**src/rtl/arm_multicycle_pkg.sv**
```systemverilog
// Shared definitions for the ARM multi-cycle controller.
// Contents: FSM state enum, instruction op enum, data-processing command
// codes, condition-code enum, datapath select encodings, and decode helpers.
package arm_multicycle_pkg;

    typedef enum logic [3:0] {
        S_IDLE     = 4'd0,
        S_FETCH    = 4'd1,
        S_DECODE   = 4'd2,
        S_MEMADR   = 4'd3,
        S_MEMREAD  = 4'd4,
        S_MEMWB    = 4'd5,
        S_MEMWRITE = 4'd6,
        S_EXECR    = 4'd7,
        S_EXECI    = 4'd8,
        S_ALUWB    = 4'd9,
        S_BRANCH   = 4'd10
    } state_t;

    typedef enum logic [1:0] {
        OP_DP    = 2'b00,
        OP_MEM   = 2'b01,
        OP_BR    = 2'b10,
        OP_UNDEF = 2'b11
    } op_t;

    localparam logic [3:0] CMD_AND = 4'b0000;
    localparam logic [3:0] CMD_SUB = 4'b0010;
    localparam logic [3:0] CMD_ADD = 4'b0100;
    localparam logic [3:0] CMD_CMP = 4'b1010;
    localparam logic [3:0] CMD_ORR = 4'b1100;

    typedef enum logic [3:0] {
        COND_EQ = 4'b0000, COND_NE = 4'b0001, COND_CS = 4'b0010, COND_LO = 4'b0011,
        COND_MI = 4'b0100, COND_PL = 4'b0101, COND_VS = 4'b0110, COND_VC = 4'b0111,
        COND_HI = 4'b1000, COND_LS = 4'b1001, COND_GE = 4'b1010, COND_LT = 4'b1011,
        COND_GT = 4'b1100, COND_LE = 4'b1101, COND_AL = 4'b1110, COND_NV = 4'b1111
    } cond_t;

    localparam logic [1:0] ALU_ADD = 2'b00;
    localparam logic [1:0] ALU_SUB = 2'b01;
    localparam logic [1:0] ALU_AND = 2'b10;
    localparam logic [1:0] ALU_ORR = 2'b11;

    localparam logic [1:0] SRCB_REG  = 2'b00;
    localparam logic [1:0] SRCB_IMM  = 2'b01;
    localparam logic [1:0] SRCB_FOUR = 2'b10;

    localparam logic [1:0] RES_ALUOUT = 2'b00;
    localparam logic [1:0] RES_DATA   = 2'b01;
    localparam logic [1:0] RES_ALU    = 2'b10;

    // True for the data-processing commands this controller implements.
    function automatic logic cmd_valid(input logic [3:0] cmd);
        case (cmd)
            CMD_AND, CMD_SUB, CMD_ADD, CMD_CMP, CMD_ORR: cmd_valid = 1'b1;
            default:                                     cmd_valid = 1'b0;
        endcase
    endfunction

    // ALU operation for a command; CMP is a subtract whose result is dropped.
    function automatic logic [1:0] cmd_alu(input logic [3:0] cmd);
        case (cmd)
            CMD_SUB, CMD_CMP: cmd_alu = ALU_SUB;
            CMD_AND:          cmd_alu = ALU_AND;
            CMD_ORR:          cmd_alu = ALU_ORR;
            default:          cmd_alu = ALU_ADD;
        endcase
    endfunction

endpackage

```
**src/rtl/arm_multicycle_cond_check.sv**
```systemverilog
// Condition-code evaluator (combinational).
// Ports: cond   - instruction condition field
//        flags  - architectural {N,Z,C,V}
//        cond_ex - 1 when the instruction should execute
module arm_multicycle_cond_check
    import arm_multicycle_pkg::*;
(
    input  logic [3:0] cond,
    input  logic [3:0] flags,
    output logic       cond_ex
);

    logic n_s, z_s, c_s, v_s;
    assign {n_s, z_s, c_s, v_s} = flags;

    // Standard ARM condition evaluation; the 1111 encoding never executes.
    always_comb begin
        cond_ex = 1'b0;
        case (cond_t'(cond))
            COND_EQ: cond_ex = z_s;
            COND_NE: cond_ex = ~z_s;
            COND_CS: cond_ex = c_s;
            COND_LO: cond_ex = ~c_s;
            COND_MI: cond_ex = n_s;
            COND_PL: cond_ex = ~n_s;
            COND_VS: cond_ex = v_s;
            COND_VC: cond_ex = ~v_s;
            COND_HI: cond_ex = c_s & ~z_s;
            COND_LS: cond_ex = ~c_s | z_s;
            COND_GE: cond_ex = ~(n_s ^ v_s);
            COND_LT: cond_ex = n_s ^ v_s;
            COND_GT: cond_ex = ~z_s & ~(n_s ^ v_s);
            COND_LE: cond_ex = z_s | (n_s ^ v_s);
            COND_AL: cond_ex = 1'b1;
            default: cond_ex = 1'b0;
        endcase
    end

endmodule

```
**src/rtl/arm_multicycle_controller.sv**
```systemverilog
// Multi-cycle ARM control unit: sequences each instruction through a Moore
// FSM sharing one ALU and one unified memory, holds the NZCV flags, and
// stretches memory states until i_Mem_Ready.
// Inputs : i_CLK, i_RESET_N (async, active low), i_Instr (IR contents),
//          i_ALU_Flags {N,Z,C,V}, i_Mem_Ready.
// Outputs: memory controls (o_Mem_Req, o_Mem_Write, o_Adr_Src), register
//          strobes (o_IR_Write, o_PC_Write, o_Reg_Write), datapath selects
//          (o_ALU_SrcA/B, o_Result_Src, o_Imm_Src, o_Reg_Src, o_ALU_Control),
//          and o_Undef (one-cycle pulse when an undefined instruction is dropped).
module arm_multicycle_controller
    import arm_multicycle_pkg::*;
(
    input  logic        i_CLK,
    input  logic        i_RESET_N,
    input  logic [15:0] i_Instr,
    input  logic [3:0]  i_ALU_Flags,
    input  logic        i_Mem_Ready,
    output logic        o_Mem_Req,
    output logic        o_Mem_Write,
    output logic        o_Adr_Src,
    output logic        o_IR_Write,
    output logic        o_PC_Write,
    output logic        o_Reg_Write,
    output logic        o_ALU_SrcA,
    output logic [1:0]  o_ALU_SrcB,
    output logic [1:0]  o_Result_Src,
    output logic [1:0]  o_Imm_Src,
    output logic [1:0]  o_Reg_Src,
    output logic [1:0]  o_ALU_Control,
    output logic        o_Undef
);

    logic [3:0] cond_s;
    op_t        op_s;
    logic       imm_s;
    logic [3:0] cmd_s;
    logic       sbit_s;
    logic       rd_pc_s;
    logic       cond_ex_s;
    logic       undef_s;

    state_t     state_r, state_next_s;
    logic [3:0] flags_r, flags_next_s;

    assign cond_s  = i_Instr[15:12];
    assign op_s    = op_t'(i_Instr[11:10]);
    assign imm_s   = i_Instr[9];
    assign cmd_s   = i_Instr[8:5];
    assign sbit_s  = i_Instr[4];
    assign rd_pc_s = (i_Instr[3:0] == 4'd15);

    arm_multicycle_cond_check u_cond_check (
        .cond    (cond_s),
        .flags   (flags_r),
        .cond_ex (cond_ex_s)
    );

    // Undefined only matters once the condition has passed.
    assign undef_s = cond_ex_s &
                     ((op_s == OP_UNDEF) | ((op_s == OP_DP) & ~cmd_valid(cmd_s)));

    // Next-state and flag-update logic.
    always_comb begin
        state_next_s = state_r;
        flags_next_s = flags_r;
        case (state_r)
            S_IDLE:   state_next_s = S_FETCH;
            S_FETCH: begin
                if (i_Mem_Ready) state_next_s = S_DECODE;
                else             state_next_s = S_FETCH;
            end
            S_DECODE: begin
                if (!cond_ex_s || undef_s) begin
                    state_next_s = S_FETCH;
                end else begin
                    case (op_s)
                        OP_DP:   state_next_s = imm_s ? S_EXECI : S_EXECR;
                        OP_MEM:  state_next_s = S_MEMADR;
                        OP_BR:   state_next_s = S_BRANCH;
                        default: state_next_s = S_FETCH;
                    endcase
                end
            end
            S_EXECR, S_EXECI: begin
                // Logical ops leave C and V untouched.
                if (sbit_s && (cmd_s == CMD_AND || cmd_s == CMD_ORR)) begin
                    flags_next_s = {i_ALU_Flags[3:2], flags_r[1:0]};
                end else if (sbit_s) begin
                    flags_next_s = i_ALU_Flags;
                end else begin
                    flags_next_s = flags_r;
                end
                if (cmd_s == CMD_CMP) state_next_s = S_FETCH;
                else                  state_next_s = S_ALUWB;
            end
            S_ALUWB:  state_next_s = S_FETCH;
            S_MEMADR: state_next_s = sbit_s ? S_MEMREAD : S_MEMWRITE;
            S_MEMREAD: begin
                if (i_Mem_Ready) state_next_s = S_MEMWB;
                else             state_next_s = S_MEMREAD;
            end
            S_MEMWB:  state_next_s = S_FETCH;
            S_MEMWRITE: begin
                if (i_Mem_Ready) state_next_s = S_FETCH;
                else             state_next_s = S_MEMWRITE;
            end
            S_BRANCH: state_next_s = S_FETCH;
            default:  state_next_s = S_IDLE;
        endcase
    end

    // State-decoded outputs; only the FETCH strobes look at i_Mem_Ready.
    always_comb begin
        o_Mem_Req     = 1'b0;
        o_Mem_Write   = 1'b0;
        o_Adr_Src     = 1'b0;
        o_IR_Write    = 1'b0;
        o_PC_Write    = 1'b0;
        o_Reg_Write   = 1'b0;
        o_ALU_SrcA    = 1'b0;
        o_ALU_SrcB    = SRCB_REG;
        o_Result_Src  = RES_ALUOUT;
        o_Imm_Src     = 2'b00;
        o_Reg_Src     = 2'b00;
        o_ALU_Control = ALU_ADD;
        o_Undef       = 1'b0;
        case (state_r)
            S_FETCH: begin
                o_Mem_Req    = 1'b1;
                o_IR_Write   = i_Mem_Ready;
                o_PC_Write   = i_Mem_Ready;
                o_ALU_SrcA   = 1'b1;
                o_ALU_SrcB   = SRCB_FOUR;
                o_Result_Src = RES_ALU;
            end
            S_DECODE: begin
                // PC+4 again here gives PC+8 for R15 reads.
                o_ALU_SrcA   = 1'b1;
                o_ALU_SrcB   = SRCB_FOUR;
                o_Result_Src = RES_ALU;
                o_Undef      = undef_s;
                case (op_s)
                    OP_MEM: begin
                        o_Imm_Src = 2'b01;
                        o_Reg_Src = {~sbit_s, 1'b0};
                    end
                    OP_BR: begin
                        o_Imm_Src = 2'b10;
                        o_Reg_Src = 2'b01;
                    end
                    default: begin
                        o_Imm_Src = 2'b00;
                        o_Reg_Src = 2'b00;
                    end
                endcase
            end
            S_EXECR: o_ALU_Control = cmd_alu(cmd_s);
            S_EXECI: begin
                o_ALU_SrcB    = SRCB_IMM;
                o_ALU_Control = cmd_alu(cmd_s);
            end
            S_ALUWB: begin
                o_PC_Write  = rd_pc_s;
                o_Reg_Write = ~rd_pc_s;
            end
            S_MEMADR: begin
                o_ALU_SrcB = SRCB_IMM;
                o_Imm_Src  = 2'b01;
            end
            S_MEMREAD: begin
                o_Mem_Req = 1'b1;
                o_Adr_Src = 1'b1;
            end
            S_MEMWB: begin
                o_Result_Src = RES_DATA;
                o_PC_Write   = rd_pc_s;
                o_Reg_Write  = ~rd_pc_s;
            end
            S_MEMWRITE: begin
                o_Mem_Req   = 1'b1;
                o_Mem_Write = 1'b1;
                o_Adr_Src   = 1'b1;
                o_Reg_Src   = 2'b10;
            end
            S_BRANCH: begin
                o_ALU_SrcB   = SRCB_IMM;
                o_Imm_Src    = 2'b10;
                o_Reg_Src    = 2'b01;
                o_Result_Src = RES_ALU;
                o_PC_Write   = 1'b1;
            end
            default: o_Undef = 1'b0;
        endcase
    end

    // State and flags registers.
    always_ff @(posedge i_CLK or negedge i_RESET_N) begin
        if (!i_RESET_N) begin
            state_r <= S_IDLE;
            flags_r <= 4'b0000;
        end else begin
            state_r <= state_next_s;
            flags_r <= flags_next_s;
        end
    end

endmodule

```
**config.mk**
```make
export PLATFORM = sky130hd
export DESIGN_NAME = arm_multicycle_controller
export DESIGN_NICKNAME = d
export VERILOG_FILES = /design/src/rtl/arm_multicycle_pkg.sv /design/src/rtl/arm_multicycle_cond_check.sv /design/src/rtl/arm_multicycle_controller.sv
export SDC_FILE = /design/constraint.sdc
export NUM_CORES = 1
export LEC_CHECK = 0
export ABC_AREA = 1
export CAP_MARGIN = 20
export CORE_ASPECT_RATIO = 0.75
export CORE_UTILIZATION = 25
export DETAILED_ROUTE_END_ITERATION = 6
export PLACE_DENSITY_LB_ADDON = 0.2
export RECOVER_POWER = 50
export SLEW_MARGIN = 20
export SYNTH_ARGS = -nofsm -noshare
export SYNTH_HDL_FRONTEND = slang
export SYNTH_HIERARCHICAL = 1
export SYNTH_SLANG_ARGS = --single-unit
```
**constraint.sdc**
```tcl
create_clock -name i_CLK -period 3.1 [get_ports i_CLK]
set_input_delay 0.62 -clock i_CLK [delete_from_list [all_inputs] [get_ports i_CLK]]
set_output_delay 0.62 -clock i_CLK [all_outputs]
set_load 0.01 [all_outputs]
```
; After elaboration in Yosys (flattened, before gate mapping)
; Cells that the tools add are included.
[totals]
out_inout_bits = 18
input_bits = 23
regBits = 8
wordCells = 102
[classes]
n_eq_ne = 32
n_reduce_logical = 21
bitwise = 17
n_mux = 29
[op_table]
columns = cell, n
row1 = equality test 4 bit (second input constant), 13
row2 = equality test 4 x 3 -> 1 bit (second input constant), 9
row3 = one-hot mux 4 bit (7 select lines), 1
row4 = equality test 4 x 2 -> 1 bit (second input constant), 5
row5 = 2-to-1 mux 4 bit, 5
row6 = one-hot mux 2 bit (3 select lines), 3
row7 = one-hot mux 2 bit (2 select lines), 4
row8 = one-hot mux 1 bit (15 select lines), 1
row9 = logical NOT 4 bit, 3
row10 = one-hot mux 4 bit (3 select lines), 1
row11 = OR reduction 2 bit, 5
row12 = 2-to-1 mux 1 bit, 9
row13 = inverter 1 bit, 9
row14 = OR reduction 3 bit, 3
row15 = equality test 4 x 1 -> 1 bit (second input constant), 2
row16 = 2-to-1 mux 2 bit, 3
row17 = OR reduction 5 bit, 1
row18 = AND 1 bit, 4
row19 = equality test 2 bit (second input constant), 2
row20 = OR reduction 4 bit, 1
row21 = 2-to-1 mux 3 bit, 1
row22 = OR 1 bit, 3
row23 = one-hot mux 1 bit (3 select lines), 1
row24 = AND reduction 3 bit, 1
row25 = other kinds (8), 9

; Depth between registers and ports, before layout
; Gate-level depths: netlist (run 1).
[logic_depth]
depth_word = 10
depth_mapped = 13
mapped_depth_nobuf = 13

; Modules after synthesis
; The synthesis (run 1) kept the hierarchy.
[modules_own_cells]
columns = module, cells_per_inst, area_per_inst_um2, n_inst, seq_area_each_um2
row1 = arm_multicycle_controller, 137, 813.3, 1, 200.2
row2 = arm_multicycle_cond_check, 55, 229.0, 1, 0.0

; Least setup slack after synthesis (run 1)
; No wires, ideal clock.
[synth_path]
path_type = input-to-output
start = input i_Instr[13]
end = output o_Undef
stages = 9
slack_ns = 1.143
arrival_ns = 1.337
n_path_buf = 0
cell_sequence = nor2_1 > nand2_1 > nor2_1 > nand2_1 > nand2_2 > nor2_1 > nand2_1 > nand2_1 > nor2_1
[synth_via]
elab_chain_len = 4
word_cells_on_any_way = 18
classes_between = eq/ne: 14 / mux: 2 / bitwise: 1 / reduce/logical: 1
[synth_rtl]
columns = element, line_no
row1 = from (decl), arm_multicycle_controller.sv:15  ; input logic [15:0] i_Instr,
row2 = "equality test 4 bit, or another cell as far along", arm_multicycle_cond_check.sv:19  ; case (cond_t'(cond))
row3 = one-hot mux 1 bit (15 select lines) (*), arm_multicycle_cond_check.sv:19
row4 = net cond_ex_s, arm_multicycle_controller.sv:39  ; logic cond_ex_s;
row5 = AND 1 bit (*), arm_multicycle_controller.sv:59  ; assign undef_s = cond_ex_s &
row6 = 2-to-1 mux 1 bit (*), arm_multicycle_controller.sv:127  ; case (state_r)
row7 = to (decl), arm_multicycle_controller.sv:30  ; output logic o_Undef
; The timed path passes the listed nets; every way through them passes the cells marked *.

; Worst setup path after layout (run 1)
[layout_path]
start = input i_Instr[11]
end = output o_Reg_Src[1]
[layout_via]
elab_chain_len = 3
word_cells_on_any_way = 4
classes_between = eq/ne: 2 / mux: 2
[layout_rtl]
columns = element, line_no
row1 = equality test 2 bit or equality test 2 x 1 -> 1 bit (tied branches), arm_multicycle_controller.sv:142  ; case (op_s)
row2 = one-hot mux 2 bit (2 select lines) (*), arm_multicycle_controller.sv:142
row3 = one-hot mux 2 bit (3 select lines) (*), arm_multicycle_controller.sv:127
row4 = to (decl), arm_multicycle_controller.sv:28  ; output logic [1:0] o_Reg_Src,
; Mark *: on every way between the ends. The rest lies on a longest branch, timed or not.

==> impl_metrics.json, run 1 <==
{
  "grt_pass1_vias": 1067,
  "grtUsageTotal": 0.130,
  "clkSinkCount": 8,
  "pre_cts_ws_ps": 4.92,
  "min_path_type": "flip-flop to flip-flop",
  "clk_latency_ps": 220,
  "htree_levels": 1,
  "maxSlewViolCount": 0,
  "async_reset_ff_frac": 1.00,
  "ys_ff_latch": 8,
  "cts_tree": "built",
  "path_clk_slew_ps": 40,
  "path_max_fanout": 4,
  "synth_simple_gate_area_frac": 0.571,
  "synthMuxAreaShare": 0,
  "max_slew_margin": 0.743,
  "path_class": "input pin to primary output",
  "maxCapViolCount": 0,
  "place_area_sq_um": 1520,
  "dp_cells": 286,
  "synth_compound_area_frac": 0.0528,
  "wire_per_inst_microns": 9.33,
  "rsz0062_at_grt": "false",
  "hpwl_microns": 2360,
  "synth_top_family_by_area": "simple AND/OR/NAND/NOR gates",
  "cp.arrival_ps": 2230,
  "numPortBuffers": 40,
  "crit_path_end_kind": "primary output",
  "die_w_microns": 76.6,
  "synthesis.instances": 192,
  "setup_tns_ps": 0,
  "io_pins": 41,
  "grt_antenna_before_repair": 0,
  "tightest_slew_ps": 384,
  "row_count": 19,
  "startpoint_type": "input pin",
  "ys_types": 23,
  "crit_required_ps": 2480,
  "drcViolationCount": 0,
  "syn_area_sq_um": 1040,
  "outcome": "completed",
  "area_delta_synth_final_pct": 49.0,
  "cts-buffers-inserted": 3,
  "fmax_mhz": 351,
  "vias": 1242,
  "power_density_nw_per_um2": 614,
  "fp.dieArea_sq_um": 4430,
  "coreArea_sq_um": 3830,
  "cts_setup_buffers": 0,
  "worst_slack_ps": 249,
  "synth_fa_ha_area_frac": 0.0600,
  "grt_remaining_overflow": 0,
  "die_h_microns": 57.9,
  "grt_pass1_wl_microns": 4640,
  "synth_nets": 220,
  "syn-mean-instance-area_sq_um": 5.43,
  "synth-xor-area-share": 0,
  "grt_max_degree": 9,
  "period_minus_slack_ps": 2850,
  "synth-edff-count": 0,
  "initial_core_util": 0.272,
  "nNetsFinal": 267,
  "drt_iter0_markers": 86,
  "synthFlopType": "dfrtp_1",
  "clockBufferDepth": 2,
  "clockRootBuffer": "clkbuf_8",
  "finish.instance_area_sq_um": 1550,
  "ir_drop_uv": 186,
  "finalCritPeriodShare": 0.920,
  "num_antenna_cells": 0,
  "drt-pass1-iter-count": 4,
  "hold_viol_final": 0,
  "p_leak_nw": 0.841,
  "setup_viol": 0,
  "skew_ps": 4.16,
  "place.gp.congestion": 0.860,
  "ys_seq_area_frac": 0.192,
  "drive_above_1_share": 0.0591,
  "antenna_left": 0,
  "yosys_warnings": 6,
  "hold_buffers": 0,
  "whs_ps": 544,
  "vias_per_cell": 4.30,
  "routed_wl_microns": 2700,
  "final_cells": 289
}
registers in the layout, summed over array words and instances (netlist names):
| register | cells |
|---|---|
| flags_r | 4 |
| state_r | 4 |
stage by stage:
step / util / power, mW
after floorplan: - / 0.573
after global placement: 0.398 / 0.859
after detailed placement: 0.398 / 0.849
final: 0.406 / 0.954
after global routing: 0.406 / 1.05
after CTS: 0.408 / 0.974
final timing paths:
path,startpoint,end,slack [ps],cells past startpoint
max,i_Instr[11],o_Reg_Src[1],250,6
max in group asynchronous,i_RESET_N,state_r[2]$_DFF_PN0_,2070,1
min reg2reg,flags_r[1]$_DFFE_PN0P_,flags_r[1]$_DFFE_PN0P_,540,2
min,flags_r[1]$_DFFE_PN0P_,flags_r[1]$_DFFE_PN0P_,540,2
max reg2reg,flags_r[3]$_DFFE_PN0P_,state_r[1]$_DFF_PN0_,1500,13
min in group asynchronous,i_RESET_N,flags_r[0]$_DFFE_PN0P_,750,1
cell usage in the layout, fill, tap and decap left out:
master | Yosys | layout
o21ai_1 | 1 | 1
o21ai_0 | 4 | 4
dlygate4sd2_1 | 0 | 1
nor2_4 | 1 | 1
nand2_4 | 1 | 1
a21oi_1 | 3 | 3
nand3_1 | 24 | 24
clkbuf_1 | 0 | 1
dfrtp_1 | 8 | 8
nand3_2 | 1 | 1
o21bai_1 | 1 | 1
dlygate4sd3_1 | 0 | 4
inv_1 | 27 | 27
inv_2 | 1 | 1
clkinv_1 | 2 | 2
nand3b_1 | 1 | 1
nand2_2 | 4 | 4
clkbuf_8 | 0 | 3
nor2_1 | 26 | 28
ha_1 | 5 | 5
buf_4 | 0 | 3
nor3_1 | 1 | 1
nand2_1 | 72 | 72
nand4_1 | 4 | 4
clkdlybuf4s50_1 | 0 | 35
o31ai_1 | 1 | 1
cells by family after synthesis:
family,after synthesis
compound gates,10
fa+ha+maj,5
buf+inv,32
flops,8
simple gates,137
cell usage after synthesis, types with 2 or more instances:
cell type  count  area, sq um
a21oi_1        3         15.0
clkinv_1       2         7.51
dfrtp_1        8          200
ha_1           5         62.6
inv_1         27          101
nand2_1       72          270
nand2_2        4         25.0
nand3_1       24          120
nand4_1        4         25.0
nor2_1        26         97.6
nor2_2         2         12.5
o21ai_0        4         20.0
report_power, final:
part | switching (mW) | leakage (nW) | internal (mW)
registers | 0.0588 | 0.103 | 0.148
logic | 0.333 | 0.716 | 0.295
clock network | 0.0364 | 0.0216 | 0.0837
total | 0.428 | 0.841 | 0.526
critical path, cell delays in order:
cell	delay [ps]
clkdlybuf4s50_1	460
inv_1	150
ha_1	160
inv_1	40
o31ai_1	230
clkdlybuf4s50_1	570
layer usage:
metal  routed length (microns)  part of all wire  track usage
met1                      1510              0.56        0.193
met2                      1090              0.40        0.196
met3                        81             0.030       0.0252
met4                        18            0.0067       0.0247
met5                         0                 0            0
cell type report:
| cell class | instances | area (sq um) |
|---|---|---|
| clock buffers | 3 | 41.3 |
| fillers | 417 | 2270 |
| inverters | 30 | 113 |
| multi-input cells | 152 | 708 |
| flip-flops and latches | 8 | 200 |
| well taps | 52 | 65.1 |
| repair buffers | 44 | 425 |
timing repair:
item	CTS	global route
endpoints found under the setup margin	1	0
gates resized for setup	1	0
hold endpoints to repair	0	0
Note: power is estimated with default switching activity, not from simulation.
==> run 2: changes to the inputs <==
==> constraint.sdc (replaced) <==
create_clock -name i_CLK -period 3.1 [get_ports i_CLK]
set_input_delay 0.31 -clock i_CLK [delete_from_list [all_inputs] [get_ports i_CLK]]
set_output_delay 0.31 -clock i_CLK [all_outputs]
set_load 0.01 [all_outputs]
==> impl_metrics.json, run 2 (synthesis results as in run 1) <==
{
  "place.gp.congestion": 0.867,
  "drcViolationCount": 0,
  "clockRootBuffer": "clkbuf_8",
  "drt-pass1-iter-count": 4,
  "p_leak_nw": 0.819,
  "skew_ps": 1.06,
  "fp.dieArea_sq_um": 4430,
  "die_h_microns": 57.9,
  "path_clk_slew_ps": 40,
  "coreArea_sq_um": 3830,
  "fin_util": 0.396,
  "min_path_type": "input pin to async pin",
  "vias_per_cell": 4.44,
  "hold_buffers": 0,
  "setup_tns_ps": 0,
  "outcome": "completed",
  "hpwl_microns": 2320,
  "clockBufferDepth": 2,
  "cts_setup_buffers": 0,
  "dp_cells": 282,
  "num_antenna_cells": 0,
  "grt_max_degree": 9,
  "area_delta_synth_final_pct": 45.4,
  "cts_resized": 0,
  "drt_iter0_markers": 88,
  "initial_core_util": 0.272,
  "layout_commonest_cell": "nand2_1",
  "cp.arrival_ps": 2260,
  "row_count": 19,
  "path_max_fanout": 5,
  "crit_path_end_kind": "primary output",
  "tightest_slew_ps": 364,
  "grt_remaining_overflow": 0,
  "clkSinkCount": 8,
  "htree_levels": 1,
  "io_pins": 41,
  "drive_above_1_share": 0.0386,
  "period_minus_slack_ps": 2570,
  "startpoint_type": "input pin",
  "cts-buffers-inserted": 3,
  "fmax_mhz": 390,
  "max_slew_margin": 0.757,
  "maxCapViolCount": 0,
  "hold_viol_final": 0,
  "seqCellArea_sq_um": 200,
  "numPortBuffers": 40,
  "grtUsageTotal": 0.125,
  "path_class": "input pin to primary output",
  "reg2regPathDepth": 12,
  "wire_per_inst_microns": 9.29,
  "maxSlewViolCount": 0,
  "ir_drop_uv": 183,
  "grt_antenna_before_repair": 0,
  "grt_pass1_wl_microns": 4430,
  "power_density_nw_per_um2": 622,
  "rsz0062_at_grt": "false",
  "power_mw": 0.943,
  "setup_viol": 0,
  "finalCritPeriodShare": 0.828,
  "crit_required_ps": 2790,
  "fillers": 420,
  "antenna_left": 0,
  "routed_wl_microns": 2650,
  "reg_top3": "flags_r x4, state_r x4",
  "vias": 1264,
  "cts_tree": "built",
  "final_cell_mix": "nand2_1, clkdlybuf4s50_1, inv_1, nor2_1, nand3_1",
  "clk_latency_ps": 220,
  "grt_pass1_vias": 1043,
  "nNetsFinal": 263,
  "multi_input_area_sq_um": 696,
  "final_cells": 285,
  "die_w_microns": 76.6
}
[run 2: per-layer routing]
metal  track usage  routed length, microns  up-vias
met2         0.183                    1070       43
li1              -                       -      681
met5             0                       0        -
met1         0.185                    1390      538
met4        0.0330                      18        0
met3        0.0252                     171        2
[run 2: final timing paths]
path | startpoint | end | slack, ps
worst max register to register | flags_r[0]$_DFFE_PN0P_ | state_r[2]$_DFF_PN0_ | 1580
worst max-delay path | i_Instr[15] | o_Undef | 530
max in group asynchronous | i_RESET_N | flags_r[2]$_DFFE_PN0P_ | 2400
worst min-delay path | i_RESET_N | state_r[0]$_DFF_PN0_ | 430
worst min register to register | flags_r[2]$_DFFE_PN0P_ | flags_r[2]$_DFFE_PN0P_ | 550
min in group i_CLK | flags_r[2]$_DFFE_PN0P_ | flags_r[2]$_DFFE_PN0P_ | 550
[run 2: critical path, stage by stage]
cell	delay [ps]
dlygate4sd3_1	620
inv_1	90
nor2_1	130
nand3_1	90
nand2_1	60
nand2_1	40
nand2_1	60
nor2_1	40
nand2_1	100
nand2_1	60
nor2_1	110
clkdlybuf4s50_1	550
[run 2: where the power goes]
group	switching, mW	internal [mW]
Combinational	0.325	0.287
Clock	0.0383	0.0839
Sequential	0.0610	0.148
Total	0.424	0.519
[run 2: layout make-up]
class,instances,area share
multi-input combinational,152,0.459
timing repair buffer,40,0.264
sequential,8,0.132
inverter,30,0.0743
tap,52,0.0429
clock buffer,3,0.0273
[run 2: metrics by stage]
stage                     hold WS (ps)  area, sq um  setup WS (ps)
final                              435         1520            533
after global routing               468         1520            299
after CTS                          381         1530            581
after detailed placement           542         1490            599
after global placement             554         1490            556
after floorplan                   14.4         1040           1740
==> run 3: changes to the inputs <==
clock period = 2.34 ns   (was 3.1 ns; I/O delays follow)
==> impl_metrics.json, run 3 (synthesis results as in run 1) <==
{
  "wire_per_inst_microns": 9.60,
  "p_leak_nw": 0.854,
  "hold_buffers": 0,
  "period_minus_slack_ps": 2100,
  "drive_above_1_share": 0.0711,
  "cts_tree": "built",
  "final_cell_mix": "nand2_1, clkdlybuf4s50_1, inv_1, nor2_1, nand3_1",
  "startpoint_type": "input pin",
  "grt_antenna_before_repair": 0,
  "routed_wl_microns": 2790,
  "dp_cells": 288,
  "drcViolationCount": 0,
  "path_class": "input pin to primary output",
  "clk_latency_ps": 220,
  "maxSlewViolCount": 0,
  "die_h_microns": 57.9,
  "setup_viol": 0,
  "clockRootBuffer": "clkbuf_8",
  "outcome": "completed",
  "nNetsFinal": 269,
  "finalCritPeriodShare": 0.898,
  "fmax_mhz": 476,
  "row_count": 19,
  "drt-pass1-iter-count": 4,
  "reg_top3": "flags_r x4, state_r x4",
  "antenna_left": 0,
  "setup_tns_ps": 0,
  "fp.dieArea_sq_um": 4430,
  "crit_required_ps": 2110,
  "grt_pass1_vias": 1015,
  "num_antenna_cells": 0,
  "grt_remaining_overflow": 0,
  "vias": 1256,
  "initial_core_util": 0.272,
  "clkSinkCount": 8,
  "skew_ps": 4.59,
  "die_w_microns": 76.6,
  "final_cells": 291,
  "htree_levels": 1,
  "clockBufferDepth": 2,
  "io_pins": 41,
  "cp.arrival_ps": 1870,
  "ir_drop_uv": 277,
  "path_clk_slew_ps": 40,
  "area_delta_synth_final_pct": 50.5,
  "vias_per_cell": 4.32,
  "min_path_type": "input pin to async pin",
  "grtUsageTotal": 0.129,
  "cts-buffers-inserted": 3,
  "grt_pass1_wl_microns": 4600,
  "coreArea_sq_um": 3830,
  "rsz0062_at_grt": "false",
  "crit_path_end_kind": "primary output",
  "hpwl_microns": 2410,
  "maxCapViolCount": 0,
  "layout_commonest_cell": "nand2_1",
  "max_slew_margin": 0.749,
  "grt_max_degree": 9,
  "hold_viol_final": 0,
  "tightest_slew_ps": 376,
  "drt_iter0_markers": 103,
  "place.gp.congestion": 0.869,
  "power_density_nw_per_um2": 811,
  "numPortBuffers": 40,
  "path_max_fanout": 6
}
run 3: cell count changes in the layout (fill, tap and decap cells not counted):
cell           before  now
nand2_2             3    4
buf_4               0    6
nand2_4             0    1
dlygate4sd2_1       0    1
nand2_1            74   72
dlygate4sd3_1       4    3
run 3: worst max-delay path, stage by stage:
cell and delay, ps:
clkdlybuf4s50_1 510, nor2_2 210, nand2_1 80, nor2_1 120, nand2_1 80, nand2_2 70, nor2_1 40, nand2_1 80
nand2_1 60, nor2_1 110, dlygate4sd2_1 280
run 3: routing by layer:
metal	track usage	wire (microns)
met1	0.204	1550
met2	0.169	1090
met3	0.0283	132
met4	0.0330	17
met5	0	0
run 3: per-stage QoR:
| stage | util | total power [mW] | hold slack [ps] | instance area (sq um) | worst slack, ps |
|---|---|---|---|---|---|
| global route | 0.410 | 1.39 | 400 | 1570 | 130 |
| detailed placement | 0.401 | 1.13 | 539 | 1540 | -7.29 |
| global placement | 0.401 | 1.14 | 549 | 1540 | -57.1 |
| CTS | 0.413 | 1.30 | 304 | 1580 | 263 |
| finish | 0.410 | 1.27 | 364 | 1570 | 239 |
| floorplan | - | 0.760 | -61.6 | 1040 | 1050 |
run 3: final cells by class:
class                   count  area (sq um)
well taps                  52          65.1
clock buffers               3          41.3
multi-input cells         152           706
flip-flops and latches      8           200
inverters                  30           113
fillers                   422          2260
repair buffers             46           444
run 3: where the power goes:
group          switching [mW]  internal, mW
Clock                  0.0487         0.111
Sequential             0.0816         0.196
Combinational           0.442         0.394
run 3: final timing paths:
check	from	end	slack (ps)	cells after the start
worst min-delay path	i_RESET_N	flags_r[3]$_DFFE_PN0P_	360	1
max in group asynchronous	i_RESET_N	state_r[2]$_DFF_PN0_	1700	1
worst max-delay path	i_Instr[13]	o_Undef	240	11
min in group i_CLK	flags_r[2]$_DFFE_PN0P_	flags_r[2]$_DFFE_PN0P_	560	2
worst max register to register	flags_r[3]$_DFFE_PN0P_	state_r[2]$_DFF_PN0_	720	13
worst min register to register	flags_r[2]$_DFFE_PN0P_	flags_r[2]$_DFFE_PN0P_	560	2
run 3: timing repair:
item / 4_1_cts / 5_1_grt
endpoints found under the setup margin: 1 / 0
gates resized for setup: 2 / 0
buffers inserted: 0 / 0
